===== config.mk =====
export PLATFORM = sky130hd
export DESIGN_NAME = ram_access_arbiter
export DESIGN_NICKNAME = d
export VERILOG_FILES = /design/src/rtl/ram_arb_pkg.sv /design/src/rtl/access_timer.sv /design/src/rtl/ram_access_arbiter.sv
export SDC_FILE = /design/constraint.sdc
export NUM_CORES = 1
export LEC_CHECK = 0
export CAP_MARGIN = 25
export CORE_AREA = 2 2 95 165
export DETAILED_ROUTE_END_ITERATION = 10
export DIE_AREA = 0 0 97 167
export DONT_BUFFER_PORTS = 1
export GPL_TIMING_DRIVEN = 0
export REMOVE_ABC_BUFFERS = 1
export SLEW_MARGIN = 20
export SYNTH_ARGS = -nofsm -noshare
export SYNTH_HDL_FRONTEND = slang
export SYNTH_SLANG_ARGS = --single-unit

===== constraint.sdc =====
create_clock -name CLK -period 2.33 [get_ports CLK]
set_input_delay 0.233 -clock CLK [delete_from_list [all_inputs] [get_ports CLK]]
set_output_delay 0.233 -clock CLK [all_outputs]
set_load 0.02 [all_outputs]

===== src/rtl/ram_arb_pkg.sv =====
// Shared encodings for the RAM access arbiter.
// Holds the FSM state codes, RAM access size codes, direction encoding
// and owner codes, plus a helper that folds the reserved size code onto
// a word access.
package ram_arb_pkg;

  // FSM state encoding (also visible on the top-level dbg_state output)
  localparam logic [1:0] ST_IDLE   = 2'd0;
  localparam logic [1:0] ST_ACCESS = 2'd1;
  localparam logic [1:0] ST_DONE   = 2'd2;

  // RAM access size codes
  localparam logic [1:0] SZ_BYTE = 2'b00;
  localparam logic [1:0] SZ_HALF = 2'b01;
  localparam logic [1:0] SZ_WORD = 2'b10;

  // Direction encoding shared by the CPU, the loader and the RAM
  localparam logic RW_READ  = 1'b1;
  localparam logic RW_WRITE = 1'b0;

  // Owner codes as reported on GNT
  localparam logic OWN_CPU = 1'b0;
  localparam logic OWN_LD  = 1'b1;

  // Size code 11 is reserved and behaves as a word access.
  function automatic logic [1:0] norm_size(input logic [1:0] sz);
    return (sz == 2'b11) ? SZ_WORD : sz;
  endfunction

endpackage


===== src/rtl/access_timer.sv =====
// Access timeout counter.
// Counts ACCESS cycles while en is high and raises expired once the count
// reaches TMO_CYCLES-1, i.e. during the TMO_CYCLES-th enabled cycle.
// Ports:
//   clk, rst_n : clock, asynchronous active-low reset
//   clr        : synchronous clear (held while the arbiter is not in ACCESS)
//   en         : count enable
//   expired    : count has reached TMO_CYCLES-1 (combinational from the count)
module access_timer #(
  parameter int TMO_CYCLES = 15   // must be >= 2
) (
  input  logic clk,
  input  logic rst_n,
  input  logic clr,
  input  logic en,
  output logic expired
);

  localparam int TW = $clog2(TMO_CYCLES);

  logic [TW-1:0] count;

  assign expired = (count == TW'(TMO_CYCLES - 1));

  // Saturates at the expiry value so the counter can never wrap if the
  // owner of en is slow to react.
  always_ff @(posedge clk or negedge rst_n) begin
    if (!rst_n) begin
      count <= '0;
    end else if (clr) begin
      count <= '0;
    end else if (en && !expired) begin
      count <= count + 1'b1;
    end
  end

endmodule


===== src/rtl/ram_access_arbiter.sv =====
// Shares one RAM port between the microprogrammed control unit (MFA/MFC)
// and a word-wide loader/debug port (LD_REQ/LD_ACK).
//
// Ports:
//   CLK, CLR                         clock, asynchronous active-low reset
//   MFA, RW_RAM, CPU_ADDR,
//   CPU_WDATA, CPU_SIZE, MFC         control-unit request side
//   LD_REQ, LD_RW, LD_ADDR,
//   LD_WDATA, LD_ACK                 loader request side
//   RDATA, BUS_ERR                   read data / timeout flag, valid with MFC/LD_ACK
//   GNT                              current/last owner (0 CPU, 1 loader)
//   RAM_MFA, RAM_RW, RAM_ADDR,
//   RAM_WDATA, RAM_SIZE,
//   RAM_RDATA, RAM_MFC               RAM port
//   dbg_state                        FSM state (IDLE=0, ACCESS=1, DONE=2)
//
// Handshake: both requester sides are four-phase. A requester raises its
// request and holds it; the arbiter raises that side's completion and
// holds it until the request drops, then drops it one edge later. The
// RAM side sees RAM_MFA held high for the whole access; RAM_MFC is only
// looked at while RAM_MFA is high.
module ram_access_arbiter
  import ram_arb_pkg::*;
#(
  parameter int ADDR_W     = 8,
  parameter int TMO_CYCLES = 15   // must be >= 2
) (
  input  logic              CLK,
  input  logic              CLR,
  input  logic              MFA,
  input  logic              RW_RAM,
  input  logic [ADDR_W-1:0] CPU_ADDR,
  input  logic [31:0]       CPU_WDATA,
  input  logic [1:0]        CPU_SIZE,
  output logic              MFC,
  input  logic              LD_REQ,
  input  logic              LD_RW,
  input  logic [ADDR_W-1:0] LD_ADDR,
  input  logic [31:0]       LD_WDATA,
  output logic              LD_ACK,
  output logic [31:0]       RDATA,
  output logic              BUS_ERR,
  output logic              GNT,
  output logic              RAM_MFA,
  output logic              RAM_RW,
  output logic [ADDR_W-1:0] RAM_ADDR,
  output logic [31:0]       RAM_WDATA,
  output logic [1:0]        RAM_SIZE,
  input  logic [31:0]       RAM_RDATA,
  input  logic              RAM_MFC,
  output logic [1:0]        dbg_state
);

  logic [1:0] state;
  logic       grant_ld;
  logic       owner_req;
  logic       tmo_expired;

  assign dbg_state = state;

  // Loader wins if it is the only requester, or on a tie when the CPU
  // held the port last. GNT resets to the loader so the CPU takes the
  // first tie.
  always_comb begin
    grant_ld  = LD_REQ && (!MFA || (GNT == OWN_CPU));
    owner_req = (GNT == OWN_LD) ? LD_REQ : MFA;
  end

  access_timer #(
    .TMO_CYCLES(TMO_CYCLES)
  ) u_timer (
    .clk    (CLK),
    .rst_n  (CLR),
    .clr    (state != ST_ACCESS),
    .en     (state == ST_ACCESS),
    .expired(tmo_expired)
  );

  always_ff @(posedge CLK or negedge CLR) begin
    if (!CLR) begin
      state     <= ST_IDLE;
      MFC       <= 1'b0;
      LD_ACK    <= 1'b0;
      RDATA     <= '0;
      BUS_ERR   <= 1'b0;
      GNT       <= OWN_LD;
      RAM_MFA   <= 1'b0;
      RAM_RW    <= 1'b0;
      RAM_ADDR  <= '0;
      RAM_WDATA <= '0;
      RAM_SIZE  <= '0;
    end else begin
      case (state)
        ST_IDLE: begin
          if (MFA || LD_REQ) begin
            GNT     <= grant_ld;
            RAM_MFA <= 1'b1;
            state   <= ST_ACCESS;
            if (grant_ld) begin
              RAM_RW    <= LD_RW;
              RAM_ADDR  <= LD_ADDR;
              RAM_WDATA <= LD_WDATA;
              RAM_SIZE  <= SZ_WORD;
            end else begin
              RAM_RW    <= RW_RAM;
              RAM_ADDR  <= CPU_ADDR;
              RAM_WDATA <= CPU_WDATA;
              RAM_SIZE  <= norm_size(CPU_SIZE);
            end
          end
        end

        ST_ACCESS: begin
          // RAM_MFC is tested first so a completion in the last allowed
          // cycle beats the timeout.
          if (RAM_MFC || tmo_expired) begin
            RAM_MFA <= 1'b0;
            state   <= ST_DONE;
            if (GNT == OWN_LD) LD_ACK <= 1'b1;
            else               MFC    <= 1'b1;
            if (RAM_MFC) begin
              BUS_ERR <= 1'b0;
              if (RAM_RW == RW_READ) RDATA <= RAM_RDATA;
            end else begin
              // A timed-out access returns zero data regardless of
              // direction so stale data is never mistaken for a result.
              BUS_ERR <= 1'b1;
              RDATA   <= '0;
            end
          end
        end

        ST_DONE: begin
          if (!owner_req) begin
            MFC     <= 1'b0;
            LD_ACK  <= 1'b0;
            BUS_ERR <= 1'b0;
            state   <= ST_IDLE;
          end
        end

        default: begin
          state <= ST_IDLE;
        end
      endcase
    end
  end

endmodule


==> insert_results.sql <==
INSERT INTO impl_metrics (metric_group, metric, value, unit) VALUES
('global_routing', 'groute.usage.overall', '12.2', '%'),
('power', 'powerDensity', '1630', 'nW/µm²'),
('die', 'start_util', '29.4', '%'),
('clock_network', 'ctsRootBufferMaster', 'clkbuf_16', ''),
('die', 'fp.dieH', '167', 'µm'),
('die', 'fp.dieArea', '16200', 'µm²'),
('layout', 'finish.cell_count_without_fillers', '483', ''),
('sta', 'rsz_0062_raised_after_global_routing', 'no', ''),
('layout', 'final_core_util', '32.8', '%'),
('global_routing', 'antenna_violations_before_repair', '1', ''),
('clock_network', 'hold_buffers', '3', ''),
('setup_path', 'timing.critical_path.from_type', 'register', ''),
('job', 'maxCapViolations', '0', ''),
('setup_path', 'cp_data_required_time', '2.55', 'ns'),
('place', 'gpl_congestion', '0.785', ''),
('yosys', 'netlist.top_cell.by_area', 'dfrtp_1', ''),
('setup_path', 'worstSetupPathType', 'register to register', ''),
('status', 'run_status', 'completed', ''),
('yosys', 'synth_flop_cell', 'dfrtp_1', ''),
('route', 'via_count', '2571', ''),
('setup_path', 'r2r_end', 'RAM_WDATA[20]', ''),
('worst_hold_path', 'timing.hold.worst.class', 'input pin to register', ''),
('layout', 'area_overhead_of_the_layout_relative_to_synthesis', '11.6', '%'),
('route', 'first_pass_iters', '6', ''),
('global_routing', 'globalRoute.totalOverflow', '0', ''),
('sta', 'worst-slew-pin-transition', '0.736', 'ns'),
('yosys', 'syn-instance-count', '301', ''),
('setup_path', 'timing.critical_path.arrival', '2.33', 'ns'),
('clock_network', 'post_cts.repair.setup_buffers', '0', ''),
('clock_network', 'cts.clk_slew.worst_paths', '0.07', 'ns'),
('power', 'worst_ir_drop_vdd', '1.05', 'mV'),
('power', 'total_leakage_power', '2.13', 'nW'),
('setup_path', 'cp-end-kind', 'register', ''),
('worst_hold_path', 'worstHoldEndpoint', 'RDATA[2]', ''),
('sta', 'clock_skew', '0.0108', 'ns'),
('route', 'routed_wirelength', '10.1', 'mm'),
('layout', 'drive_gt1_share', '36.8', '%'),
('die', 'site_row_count', '59', ''),
('route', 'viasPerCell', '5.32', ''),
('clock_network', 'cts_resized', '0', ''),
('yosys', 'postSynth.asyncResetShare', '100', '%'),
('global_routing', 'via_count_of_the_first_global_routing_pass', '2686', ''),
('yosys', 'syn-cell-area', '4360', 'µm²'),
('layout', 'layout.nets', '417', ''),
('setup_path', 'ff2ff_path_depth', '5', ''),
('yosys', 'synth_area_leaders', 'dfrtp_1 (49%), mux2_4 (20%), a22o_1 (13%), mux2_2 (6.2%), buf_6 (3.4%)', ''),
('die', 'top_level_ports', '203', ''),
('sta', 'setup_viol_count_final', '0', ''),
('yosys', 'netlist-cell-type-count', '34', ''),
('place', 'dpl.cell_count', '462', ''),
('route', 'residual_drc', '0', ''),
('global_routing', 'grt_start_max_net_pins', '87', ''),
('worst_hold_path', 'whs_path_depth', '1', ''),
('yosys', 'avgSynthCellArea', '14.5', 'µm²'),
('sta', 'highest_achievable_clock_rate', '474', 'MHz'),
('place', 'post-dp-hpwl', '6.95', 'mm'),
('sta', 'holdWs', '0.0279', 'ns'),
('sta', 'slew_headroom', '50.9', '%'),
('yosys', 'ys_top_cells_by_count', 'dfrtp_1 (85), a22o_1 (65), mux2_4 (57), mux2_2 (24), buf_6 (13)', ''),
('global_routing', 'grt_first_pass_wirelength', '15.6', 'mm'),
('clock_network', 'cts-root-to-sink-buffers', '2', ''),
('sta', 'final_max_slew_viol_count', '0', ''),
('yosys', 'synth.ff_latch_count', '86', ''),
('worst_hold_path', 'hold_start', 'RAM_MFC', ''),
('yosys', 'ys_warn_count', '0', ''),
('clock_network', 'cts.sinks', '86', ''),
('route', 'antenna_violating_nets_post_route', '0', ''),
('sta', 'timing_hold_violations_final', '0', ''),
('route', 'wl_per_cell', '20.9', 'µm'),
('setup_path', 'worstReg2RegStart', 'GNT', ''),
('clock_network', 'cts_tree', 'done', '');
[where the power goes]
| group | switching, W | total [W] | internal, W |
|---|---|---|---|
| combinational | 0.000962 | 0.00249 | 0.00153 |
| sequential | 0.00162 | 0.00386 | 0.00225 |
| clock | 0.000622 | 0.00157 | 0.000946 |
| total | 0.00320 | 0.00792 | 0.00472 |
[final cells by class]
type                    instances  area (µm²)
repair buffers                  7         145
clock buffers                   9         225
diodes                          1        2.50
well taps                     183         229
clock inverters                 7        96.3
multi-input cells             187        2000
fillers                      1432        9980
flip-flops and latches         86        2150
inverters                       3        11.3
[critical path: stages (launching register included)]
cell and delay [ns]:
dfstp_2 0.44, a21boi_4 0.49, buf_16 0.24, buf_16 0.19, mux2_2 0.36, mux2_2 0.26
[worst max path at each step]
stage | startpoint | end | depth (start not counted)
global placement | dbg_state[0] | RAM_WDATA[10] | 3
global route | GNT | RAM_WDATA[20] | 5
floorplan | dbg_state[0] | RAM_ADDR[0] | 3
finish | GNT | RAM_WDATA[20] | 5
detailed placement | GNT | RAM_WDATA[20] | 5
CTS | GNT | RAM_WDATA[20] | 5
[through the flow]
step | cell area [µm²] | setup WS, ns | setup TNS, ns
2_1_floorplan | 4150 | -0.245 | -8.57
6_report | 4860 | 0.220 | 0
3_3_place_gp | 4380 | -0.814 | -32.91
3_5_place_dp | 4470 | 0.189 | 0
4_1_cts | 4840 | 0.184 | 0
5_1_grt | 4860 | 0.129 | 0
[cell families (layout without fill, tap and decap cells)]
family                     after synthesis  in the layout  synth area share [%]
AOI/OAI and AO/OA                       77             77                  15.2
xor gates and xnor gates                 1              1                 0.201
adders and majority gates                2              2                 0.574
buffers and inverters                   28             26                  4.88
DFF                                     86             86                  49.4
muxes                                   85             85                  26.8
other                                    0              1                     0
and+or+nand+nor                         22             22                  2.93
[layer usage]
metal	share of wire [%]	GRT usage [%]
met1	40	14.7
met2	51	19.4
met3	6.2	3.86
met4	3.2	6.31
met5	0	0
[registers in the layout (all words and copies together), names as in the netlist]
register	count
RDATA	32
GNT	1
MFC	1
u_timer.count	4
RAM_WDATA	32
RAM_MFA	1
RAM_ADDR	8
LD_ACK	1
BUS_ERR	1
dbg_state	2
RAM_RW	1
RAM_SIZE	2
[cell usage in the layout (no fill, tap or decap), drive strengths merged, types with 2 or more instances in the layout]
master / instances
a21oi: 2
a22o: 65
a31oi: 3
buf: 5
bufinv: 2
clkbuf: 9
clkinv: 4
dfrtp: 85
dlygate4sd3: 2
ha: 2
inv: 4
mux2: 81
mux2i: 4
nand2b: 2
nand3: 2
nor2: 6
nor3: 5
nor3b: 2
o21a: 2
(Power assumes the default switching activity.)
